[config.mk]
export PLATFORM = sky130hd
export DESIGN_NAME = pri_irq_ctrl
export DESIGN_NICKNAME = d
export VERILOG_FILES = /design/src/rtl/pri_irq_pkg.sv /design/src/rtl/pri_enc.sv /design/src/rtl/pri_irq_ctrl.sv
export SDC_FILE = /design/constraint.sdc
export NUM_CORES = 1
export LEC_CHECK = 0
export BUFFER_PORTS_ARGS = -buffer_cell sky130_fd_sc_hd__buf_2
export CAP_MARGIN = 10
export CORE_MARGIN = 2
export CORE_UTILIZATION = 30
export CTS_CLUSTER_SIZE = 24
export DETAILED_ROUTE_END_ITERATION = 8
export GPL_ROUTABILITY_DRIVEN = 0
export GPL_TIMING_DRIVEN = 1
export PLACE_DENSITY = 0.64
export SLEW_MARGIN = 5
export SYNTH_ARGS = -nofsm -noshare
export SYNTH_HDL_FRONTEND = slang
export SYNTH_SLANG_ARGS = --single-unit
export TNS_END_PERCENT = 10
[constraint.sdc]
create_clock -name CLK -period 1.85 [get_ports CLK]
set_clock_uncertainty 0.1 [all_clocks]
set_input_delay 0.555 -clock CLK [delete_from_list [all_inputs] [get_ports CLK]]
set_output_delay 0.555 -clock CLK [all_outputs]
set_load 0.01 [all_outputs]
[src/rtl/pri_irq_pkg.sv]
// pri_irq_pkg: shared definitions for the priority interrupt controller.
//   state_t   - arbitration FSM states (IDLE, ASSERT, WAIT_REL)
//   PRI_MAX_N - largest supported channel count
package pri_irq_pkg;

    localparam int PRI_MAX_N = 64;

    typedef enum logic [1:0] {
        IDLE     = 2'd0,
        ASSERT   = 2'd1,
        WAIT_REL = 2'd2
    } state_t;

endpackage

[src/rtl/pri_enc.sv]
// pri_enc: combinational highest-set-bit finder.
// Ports:
//   vec   in  [N-1:0]  candidate vector
//   idx   out [W-1:0]  index of the highest set bit (0 when none set)
//   valid out          1 when any bit of vec is set
module pri_enc #(
    parameter int N = 8,
    parameter int W = $clog2(N)
) (
    input  logic [N-1:0] vec,
    output logic [W-1:0] idx,
    output logic         valid
);

    // Ascending scan: the last set bit seen is the highest, so it wins.
    always_comb begin
        idx   = '0;
        valid = 1'b0;
        for (int i = 0; i < N; i++) begin
            if (vec[i]) begin
                idx   = W'(i);
                valid = 1'b1;
            end
        end
    end

endmodule

[src/rtl/pri_irq_ctrl.sv]
// pri_irq_ctrl: fixed-priority interrupt controller with a four-phase
// grant/acknowledge handshake and cascade enable-out.
//
// Build option: define PRI_IRQ_CTRL_EDGE_EN to capture requests on falling
// edges of In (history register); otherwise requests are level-captured.
//
// Ports:
//   CLK       in           rising-edge clock
//   RST       in           synchronous active-high reset
//   EI        in           active-low enable
//   In        in  [N-1:0]  active-low request lines
//   Mask      in  [N-1:0]  1 = channel excluded from arbitration
//   Ack       in           active-high acknowledge
//   Out       out [W-1:0]  active-low encoded index of granted channel
//   GS        out          active-low grant valid
//   EO        out          active-low cascade enable-out
//   Pend      out [N-1:0]  pending-request register
//   dbg_state out          current FSM state
//
// Handshake: GS falls (with Out valid) when a grant is made; Out is frozen
// until the consumer raises Ack. The Ack-high edge retires the grant and
// clears its pending bit; the controller then waits for Ack to fall before
// it can arbitrate again. Ack is ignored outside these two phases.
module pri_irq_ctrl
    import pri_irq_pkg::*;
#(
    parameter int N = 8,
    parameter int W = $clog2(N)
) (
    input  logic         CLK,
    input  logic         RST,
    input  logic         EI,
    input  logic [N-1:0] In,
    input  logic [N-1:0] Mask,
    input  logic         Ack,
    output logic [W-1:0] Out,
    output logic         GS,
    output logic         EO,
    output logic [N-1:0] Pend,
    output state_t       dbg_state
);

    if (N < 2 || N > PRI_MAX_N) begin : g_bad_n
        $error("pri_irq_ctrl: N must be in 2..%0d", PRI_MAX_N);
    end

    state_t         state_q, state_d;
    logic [W-1:0]   gidx_q, gidx_d;
    logic [N-1:0]   pend_q, pend_d;
    logic [N-1:0]   set_vec;
    logic [N-1:0]   clr_vec;
    logic [W-1:0]   enc_idx;
    logic           enc_valid;
    logic [W-1:0]   out_q;
    logic           gs_q;
    logic           eo_q;

`ifdef PRI_IRQ_CTRL_EDGE_EN
    // Previous sample of In; reset to idle-high so a line already low at
    // reset release does count as a falling edge only if it was seen high.
    logic [N-1:0] hist_q;

    always_ff @(posedge CLK) begin
        if (RST) hist_q <= '1;
        else     hist_q <= In;
    end

    assign set_vec = EI ? '0 : (hist_q & ~In);
`else
    assign set_vec = EI ? '0 : ~In;
`endif

    pri_enc #(.N(N), .W(W)) u_enc (
        .vec   (pend_q & ~Mask),
        .idx   (enc_idx),
        .valid (enc_valid)
    );

    always_comb begin
        state_d = state_q;
        gidx_d  = gidx_q;
        clr_vec = '0;
        case (state_q)
            IDLE: begin
                if (enc_valid) begin
                    state_d = ASSERT;
                    gidx_d  = enc_idx;
                end
            end
            ASSERT: begin
                // Grant is held regardless of Mask or newer requests.
                if (Ack) begin
                    state_d         = WAIT_REL;
                    clr_vec[gidx_q] = 1'b1;
                end
            end
            WAIT_REL: begin
                if (!Ack) state_d = IDLE;
            end
            default: state_d = IDLE;
        endcase
        if (EI) state_d = IDLE;
        // Set is OR-ed after the clear so a same-cycle re-request survives.
        pend_d = EI ? '0 : ((pend_q & ~clr_vec) | set_vec);
    end

    always_ff @(posedge CLK) begin
        if (RST) begin
            state_q <= IDLE;
            gidx_q  <= '0;
            pend_q  <= '0;
            out_q   <= '1;
            gs_q    <= 1'b1;
            eo_q    <= 1'b1;
        end else begin
            state_q <= state_d;
            gidx_q  <= gidx_d;
            pend_q  <= pend_d;
            out_q   <= (state_d == ASSERT) ? ~gidx_d : '1;
            gs_q    <= (state_d != ASSERT);
            eo_q    <= !(!EI && (state_d == IDLE) && ((pend_d & ~Mask) == '0));
        end
    end

    assign Out       = out_q;
    assign GS        = gs_q;
    assign EO        = eo_q;
    assign Pend      = pend_q;
    assign dbg_state = state_q;

endmodule
Word-level counts from Yosys, hierarchy flattened

Cells that the tools add are included.

Register bits after elaboration: 18
Input bits: 20
Output and inout bits: 15

$lt $le $gt $ge: 2
Equal/unequal tests: 4
Muxes and demuxes: 28
Bitwise operators: 9
Reduce and logical (&&, ||, !) cells: 9

Operators by type and width:

| operator                                                           | number |
|---|---|
| two-way mux 8 bit                                                  | 4 |
| AND 8 bit                                                          | 3 |
| inverter 8 bit                                                     | 3 |
| two-way mux 3 bit                                                  | 6 |
| two-way mux 2 bit                                                  | 6 |
| two-way mux 1 bit                                                  | 10 |
| logical NOT 8 bit                                                  | 1 |
| bitwise OR 8 bit                                                   | 1 |
| one-hot mux 2 bit (3 select lines)                                 | 1 |
| == test 2 x 1 -> 1 bit (second input constant)                     | 2 |
| logical NOT 2 bit                                                  | 2 |
| less-than comparator 3 x 4 -> 1 bit (second input constant)        | 1 |
| demux 1 bit (select 3 bit)                                         | 1 |
| greater-or-equal comparator 3 x 1 -> 1 bit (second input constant) | 1 |
| logical AND 1 bit                                                  | 3 |
| inverter 3 bit                                                     | 1 |
| == test 2 bit (second input constant)                              | 1 |
| logical NOT 1 bit                                                  | 2 |
| inequality test 2 x 1 -> 1 bit (second input constant)             | 1 |
| OR reduction 2 bit                                                 | 1 |
| inverter 1 bit                                                     | 1 |

Depth between registers and ports, before layout

Gate-level depths: netlist of the first run.

Word-level depth: 17
Gate-level depth with buffers: 5
Gate-level depth less buffers: 5

Modules after synthesis

A second synthesis of the first run with hierarchy kept.

Cells, all modules: 105
Area total of the unflattened synthesis: 882.1 µm²

By module, submodules not included:

| module       | times used | cells each | area each (µm²) | seq. area each (µm²) |
|---|---|---|---|---|
| pri_irq_ctrl | 1          | 93         | 824.5           | 360.3 |
| pri_enc      | 1          | 12         | 57.6            | 0.0 |

Worst setup path after synthesis of the first run

Ideal clock, no wire load.

Kind: input to register
Start: input Mask[3]
End: register eo_q, in the netlist EO
Setup time: 141 ps
Arrival: 1591 ps
Slack: 19 ps
Cell stages on the path: 5
Path buffers: 0
Cells stage by stage: nor2b_4 > or4_4 > nor3_1 > o221a_1 > o2111ai_1

Word-level cells in the longest chain between the ends: 14

Ends and longest elaborated chain:

| what                               | line                                    | source |
|---|---|---|
| start, declared                    | pri_irq_ctrl.sv:34                      | `input logic [N-1:0] Mask,` |
| inverter 8 bit (*)                 | pri_irq_ctrl.sv:74, pri_irq_ctrl.sv:121 |  |
| AND 8 bit                          | pri_irq_ctrl.sv:74                      | `.vec (pend_q & ~Mask),` |
| two-way mux 1 bit (5 in a row)     | pri_enc.sv:20                           | `if (vec[i]) begin` |
| two-way mux 2 bit                  | pri_irq_ctrl.sv:85                      | `if (enc_valid) begin` |
| one-hot mux 2 bit (3 select lines) | pri_irq_ctrl.sv:83                      | `case (state_q)` |
| two-way mux 2 bit                  | pri_irq_ctrl.sv:102                     | `if (EI) state_d = IDLE;` |
| logical NOT 2 bit                  | pri_irq_ctrl.sv:121                     | `eo_q <= !(!EI && (state_d == IDLE) && ((pend_d & ~Mask) == '0));` |
| logical AND 1 bit                  | pri_irq_ctrl.sv:121                     |  |
| logical AND 1 bit (*)              | pri_irq_ctrl.sv:121                     |  |
| logical NOT 1 bit (*)              | pri_irq_ctrl.sv:121                     |  |
| end signal, assigned               | pri_irq_ctrl.sv:121                     |  |
| end, declared                      | pri_irq_ctrl.sv:56                      | `logic eo_q;` |

Mark *: on every way between the ends. The rest lies on a longest branch, timed or not.
A chain may end at the register's enable or synchronous reset.

Final worst setup path of the first run

Start: register pend_q[2], in the netlist Pend[2]
End: register out_q[1], in the netlist Out[1]

Word-level cells in the longest chain between the ends: 13

Ends and longest elaborated chain:

| what                               | line                | source |
|---|---|---|
| start, declared                    | pri_irq_ctrl.sv:49  | `logic [N-1:0] pend_q, pend_d;` |
| start signal, assigned             | pri_irq_ctrl.sv:118 | `pend_q <= pend_d;` |
| AND 8 bit (*)                      | pri_irq_ctrl.sv:74  |  |
| two-way mux 1 bit (6 in a row)     | pri_enc.sv:20       |  |
| two-way mux 2 bit                  | pri_irq_ctrl.sv:85  |  |
| one-hot mux 2 bit (3 select lines) | pri_irq_ctrl.sv:83  |  |
| two-way mux 2 bit                  | pri_irq_ctrl.sv:102 |  |
| == test 2 x 1 -> 1 bit             | pri_irq_ctrl.sv:119 | `out_q <= (state_d == ASSERT) ? ~gidx_d : '1;` |
| inverter 1 bit (no line)           | -                   |  |
| OR reduction 2 bit (no line)       | -                   |  |
| end signal, assigned               | pri_irq_ctrl.sv:119 |  |
| end, declared                      | pri_irq_ctrl.sv:54  | `logic [W-1:0] out_q;` |

Marked as above.

==> results of run 1 <==
-- power by group through the flow --
stage	registers, mW	logic [mW]	clock network [mW]
after floorplan	0.437	0.0798	0
after global placement	0.432	0.155	0
after CTS	0.424	0.159	0.245
after detailed placement	0.433	0.159	0
final	0.430	0.169	0.235
after global routing	0.434	0.188	0.261
-- final cells by class --
| type | instances | area (sq um) |
|---|---|---|
| well taps | 30 | 37.5 |
| inverters | 2 | 7.51 |
| clock buffers | 4 | 36.3 |
| repair buffers | 47 | 268 |
| flip-flops and latches | 18 | 364 |
| fillers | 266 | 1330 |
| multi-input cells | 70 | 504 |
-- through the flow --
stage / hold slack (ns) / power [mW] / setup TNS (ns) / setup slack (ns) / util [%]
global route: 0.321 / 0.883 / -0.0378 / -0.0338 / 47.8
detailed placement: 0.445 / 0.592 / -1.02 / -0.178 / 43.9
finish: 0.339 / 0.834 / 0 / 0.0962 / 47.8
global placement: 0.433 / 0.587 / -0.728 / -0.170 / 43.9
floorplan: 0.412 / 0.516 / 0 / 0.0186 / -
CTS: 0.336 / 0.829 / 0 / 0.0273 / 45.3
-- registers in the layout, summed over array words and instances (netlist names) --
signal     count
GS             1
gidx_q         3
EO             1
Out            3
dbg_state      2
Pend           8
-- per-layer routing --
layer | vias to the layer above | GRT usage [%] | routed length (um)
met4 | 0 | 2.04 | 15
met1 | 394 | 16.6 | 887
met3 | 2 | 4.84 | 117
met2 | 23 | 25.7 | 1100
li1 | 428 | - | -
met5 | - | 0 | 0
-- logic make-up after synthesis --
family | after synthesis | share of synthesized area (%)
AND/OR/NAND/NOR | 37 | 27.8
AO/OA/AOI/OAI | 30 | 23.6
flip-flops | 18 | 43.8
buffers and inverters | 3 | 1.37
multiplexers | 2 | 2.43
XOR/XNOR | 1 | 1.06
-- path summary, 6_finish.rpt --
path | depth (start not counted) | startpoint | to
worst min register to register | 2 | Pend[2] | Pend[2]
worst max-delay path | 5 | Pend[2] | Out[1]
worst max register to register | 5 | Pend[2] | Out[1]
worst min-delay path | 2 | In[2] | Pend[2]
-- layout by cell type, fill, tap and decap left out, types with 2 or more instances in the layout --
cell	n
buf_2	34
dfxtp_1	15
a21oi_1	15
buf_4	13
nand2b_1	11
nor2_1	6
nand2_1	5
o21ai_0	4
dfxtp_2	3
clkbuf_4	3
nor2b_4	2
nor2b_1	2
inv_1	2
o21ai_1	2
o211ai_1	2
mux2i_2	2
-- timing repair --
action / 4_1_cts / 5_1_grt
endpoints found under the hold margin: 0 / 0
buffers inserted: 0 / 1
gates resized for setup: 0 / 14
endpoints found under the setup margin: 0 / 5
==> run_results.csv, run 1 <==
group,metric,value,unit
power,power_density,685,nW/um^2
power,p_leak,0.560,nW
layout,area_growth,47.9,%
power,pwr-share-seq,51.6,%
clock_tree,clock-root-buffer,"clkbuf_4",
global_routing,grt_pass1_vias,802,
setup_path,cp.arrival,1.89,ns
clock_tree,h-tree-depth,1,
global_routing,grt_first_pass_wirelength,3570,um
layout,drive_above_1_share,47.5,%
layout,diodes,0,
setup_path,path_max_fanout,4,
power,pwr-share-comb,20.3,%
logic_synthesis,synthFlopType,"dfxtp_1",
die,ioPinCount,35,
sta,tightestPinTransition,0.358,ns
route,detail_route.wl_per_cell,12.4,um
sta,setup_viol,0,
layout,post-route-cell-area,1220,sq um
layout,fin_cells,171,
route,wl,2120,um
sta,slew-limit-headroom,76.2,%
logic_synthesis,synth.avg_cell_area,9.05,sq um
worst_hold_path,hold_path.class,"in -> reg",
global_routing,grt-ovfl-total,0,
die,start_util,32.4,%
route,ant_nets,0,
clock_tree,cts_hold_buffers,0,
logic_synthesis,syn-num-nets,111,
placement,dp_cells,166,
sta,rsz0062_at_grt,"yes",
setup_path,slowest_delay,0.56,ns
layout,fin_nets,162,
logic_synthesis,syn_inst,91,
route,dr.first_iter.drc_count,12,
logic_synthesis,ys_top_cells_by_count,"dfxtp_1 (18), a21oi_1 (15), nand2b_1 (11)",
power,max-vdd-ir-drop,0.512,mV
clock_tree,clock_latency,0.29,ns
logic_synthesis,ys.warnings.count,0,
logic_synthesis,netlist_top_cells_area,"dfxtp_1 (44%), a21oi_1 (9.1%), nand2b_1 (8.4%), o21ai_0 (3.0%), nor2_1 (2.7%)",
sta,post-route-period-util,94.8,%
die,num_rows,18,
placement,place_area,1120,sq um
power,switchingPower,0.219,mW
die,die_w,56.4,um
setup_path,worst-r2r-setup-slack,0.1,ns
clock_tree,cts_sinks,18,
die,die_area,3180,sq um
sta,drv_slew,0,
placement,hpwl,1740,um
logic_synthesis,yosysMostFrequentCell,"dfxtp_1",
global_routing,track_usage,14.3,%
status,outcome,"completed",
clock_tree,cts_buffers,3,
setup_path,crit_chain,"nor2b_4 -> or4_4 -> o21ai_4 -> mux2i_2 -> nand2b_1",
power,p_sw_share,26.2,%
setup_path,crit_path_end_kind,"register",
setup_path,cpMaxStageDelayCell,"or4_4",
logic_synthesis,postSynth.asyncResetShare,0,%
setup_path,crit_family,"simple AND/OR/NAND/NOR gates",
clock_tree,cts_tree,"built",
sta,period_needed,1.75,ns
setup_path,crit_required,1.99,ns
setup_path,start_kind,"register",
global_routing,grt_max_degree,11,
route,drc_errors,0,
logic_synthesis,yosys.area.top_type_share,43.8,%
placement,portBuffers,34,
logic_synthesis,synth-seq-cells,18,
logic_synthesis,synth_top_area_cell,"dfxtp_1",
logic_synthesis,ys_seq_area_share,43.8,%
die,coreArea,2540,sq um
logic_synthesis,synth-edff-count,0,
run,maxCapViolCount,0,
power,p_clk_share,28.1,%
setup_path,path_class,"reg -> reg",
logic_synthesis,syn-cell-area,823,sq um
logic_synthesis,synth.distinct_cells,30,
sta,hold_viol_final,0,
setup_path,path_buf_inv,0,
sta,clock.fmax,570,MHz
route,vias,847,
power,p_int,0.615,mW
clock_tree,clk_pin_slew,0.10,ns
global_routing,antenna_found_initial,0,
die,die_h,56.4,um
route,dr.pass1.iters,4,
clock_tree,clockBufferDepth,2,
route,viasPerCell,4.95,
(Power assumes the default switching activity.)
==> run 2, diff against run 1 <==
Settings changed: CORE_MARGIN 2 to unset.
==> run 2 against run 1 <==
  * Routed wire length is 2.4% higher
  * Highest routed layer unchanged
  * Setup slack worse by 0.023 ns
  * Sequential power hardly changed
  * Utilization is 0.44 points lower
  * Critical path depth stayed put
  * Clock-buffer cell count stayed put
  * Clock power is 4% higher
  * Cell area is 0.92% lower
  * Total power is 0.81% higher
  * Register-to-register slack worse by 0.02 ns
==> run_results.csv, run 2 (same netlist as run 1, synthesis figures left out) <==
group,metric,value,unit
status,outcome,"completed",
clock_tree,cts_tree,"built",
clock_tree,h-tree-depth,1,
setup_path,crit_required,1.93,ns
route,drc_errors,0,
die,die_w,54.4,um
sta,period_needed,1.78,ns
route,dr.first_iter.drc_count,10,
setup_path,start_kind,"register",
sta,tightestPinTransition,0.395,ns
setup_path,path_max_fanout,4,
clock_tree,clockBufferDepth,2,
layout,area_growth,46.5,%
layout,regArea,363,sq um
layout,final_common_cell,"buf_2",
route,ant_nets,0,
setup_path,crit_path_end_kind,"register",
global_routing,grt_use_met3,3.06,%
setup_path,cpMaxStageDelayCell,"or4_4",
route,wl,2170,um
placement,hpwl,1700,um
clock_tree,clock-root-buffer,"clkbuf_4",
global_routing,grt_max_degree,11,
layout,fin_nets,159,
global_routing,use_met1,18.9,%
die,coreArea,2540,sq um
clock_tree,cts_sinks,18,
sta,clock.fmax,563,MHz
sta,setup_viol,0,
power,power_density,697,nW/um^2
route,dr.pass1.iters,5,
placement,portBuffers,34,
worst_hold_path,hold_path.class,"in -> reg",
setup_path,cp.arrival,1.85,ns
clock_tree,cts_buffers,3,
die,die_h,54.4,um
global_routing,track_usage,15.7,%
sta,slew-limit-headroom,73.7,%
placement,place_area,1100,sq um
die,ioPinCount,35,
setup_path,crit_chain,"nor2b_1 -> or4_4 -> nor3_1 -> o221a_1 -> o2111ai_1",
sta,post-route-period-util,96.0,%
layout,diodes,0,
die,num_rows,18,
power,p_leak,0.552,nW
die,die_area,2960,sq um
setup_path,path_buf_inv,0,
setup_path,slowest_delay,0.56,ns
setup_path,crit_family,"simple AND/OR/NAND/NOR gates",
global_routing,grtUsageMet2,26.4,%
route,detail_route.wl_per_cell,12.9,um
route,viasPerCell,4.96,
die,start_util,32.4,%
layout,layout_common_cells,"buf_2 (34), dfxtp_1 (16), a21oi_1 (15)",
layout,largest_reg_flops,8,
layout,post-route-cell-area,1210,sq um
route,vias,834,
layout,drive_above_1_share,42.8,%
clock_tree,clock_latency,0.30,ns
sta,hold_viol_final,0,
power,max-vdd-ir-drop,0.372,mV
layout,utilization,47.4,%
sta,drv_slew,0,
global_routing,grt_pass1_vias,799,
global_routing,antenna_found_initial,0,
run,maxCapViolCount,0,
global_routing,grt_first_pass_wirelength,3300,um
clock_tree,clk_pin_slew,0.11,ns
layout,multi_input_area,517,sq um
global_routing,grt_busiest_layer,"met2",
global_routing,grt-ovfl-total,0,
setup_path,path_class,"reg -> reg",
layout,fillers,259,
-- run 2: cell count changes in the layout (fill, tap and decap cells not counted), sizes merged --
cell / delta
buf: -3
-- run 2: routing by layer --
layer	wire, um	share of wire [%]	vias up
li1	-	-	422
met1	940	43	390
met2	1100	51	18
met3	98	4.5	4
met4	25	1.2	0
met5	0	0	-
-- run 2: area by class of cell --
class	instances	area share, %
Inverter	2	0.622
Tap cell	30	3.11
Sequential cell	18	30.1
Multi-Input combinational cell	70	42.8
Clock buffer	4	3.01
Timing Repair Buffer	44	20.3
-- run 2: final timing paths --
path	startpoint	depth (start not counted)	slack [ns]	endpoint
min reg2reg	Pend[6]	2	0.46	Pend[6]
max	Pend[2]	5	0.07	EO
min	In[5]	2	0.33	Pend[5]
max reg2reg	Pend[2]	5	0.07	EO
-- run 2: worst register-to-register path, stage by stage (launching register included) --
cell and delay [ns]:
dfxtp_1 0.34, nor2b_1 0.16, or4_4 0.56, nor3_1 0.20, o221a_1 0.20, o2111ai_1 0.10
-- run 2: where the power goes --
| group | total, mW | internal, mW | switching (mW) |
|---|---|---|---|
| logic | 0.165 | 0.0840 | 0.0809 |
| registers | 0.431 | 0.407 | 0.0233 |
| clock network | 0.245 | 0.120 | 0.125 |
-- run 2: what timing repair did --
item / in CTS / in global routing
setup buffers: 0 / 0
endpoints found under the hold margin: 0 / 0
resized for setup: 0 / 9
hold buffers: 0 / 0
setup endpoints to repair: 0 / 1
-- run 2: through the flow --
stage               TNS (ns)  hold slack (ns)  setup slack (ns)  power, mW  instances
CTS                        0            0.322            0.0300      0.831        168
detailed placement    -0.823            0.438            -0.190      0.587        164
global route        -0.00937            0.329          -0.00937      0.877        168
floorplan                  0            0.412            0.0186      0.516         91
finish                     0            0.326            0.0731      0.840        168
global placement      -0.719            0.429            -0.159      0.584        164
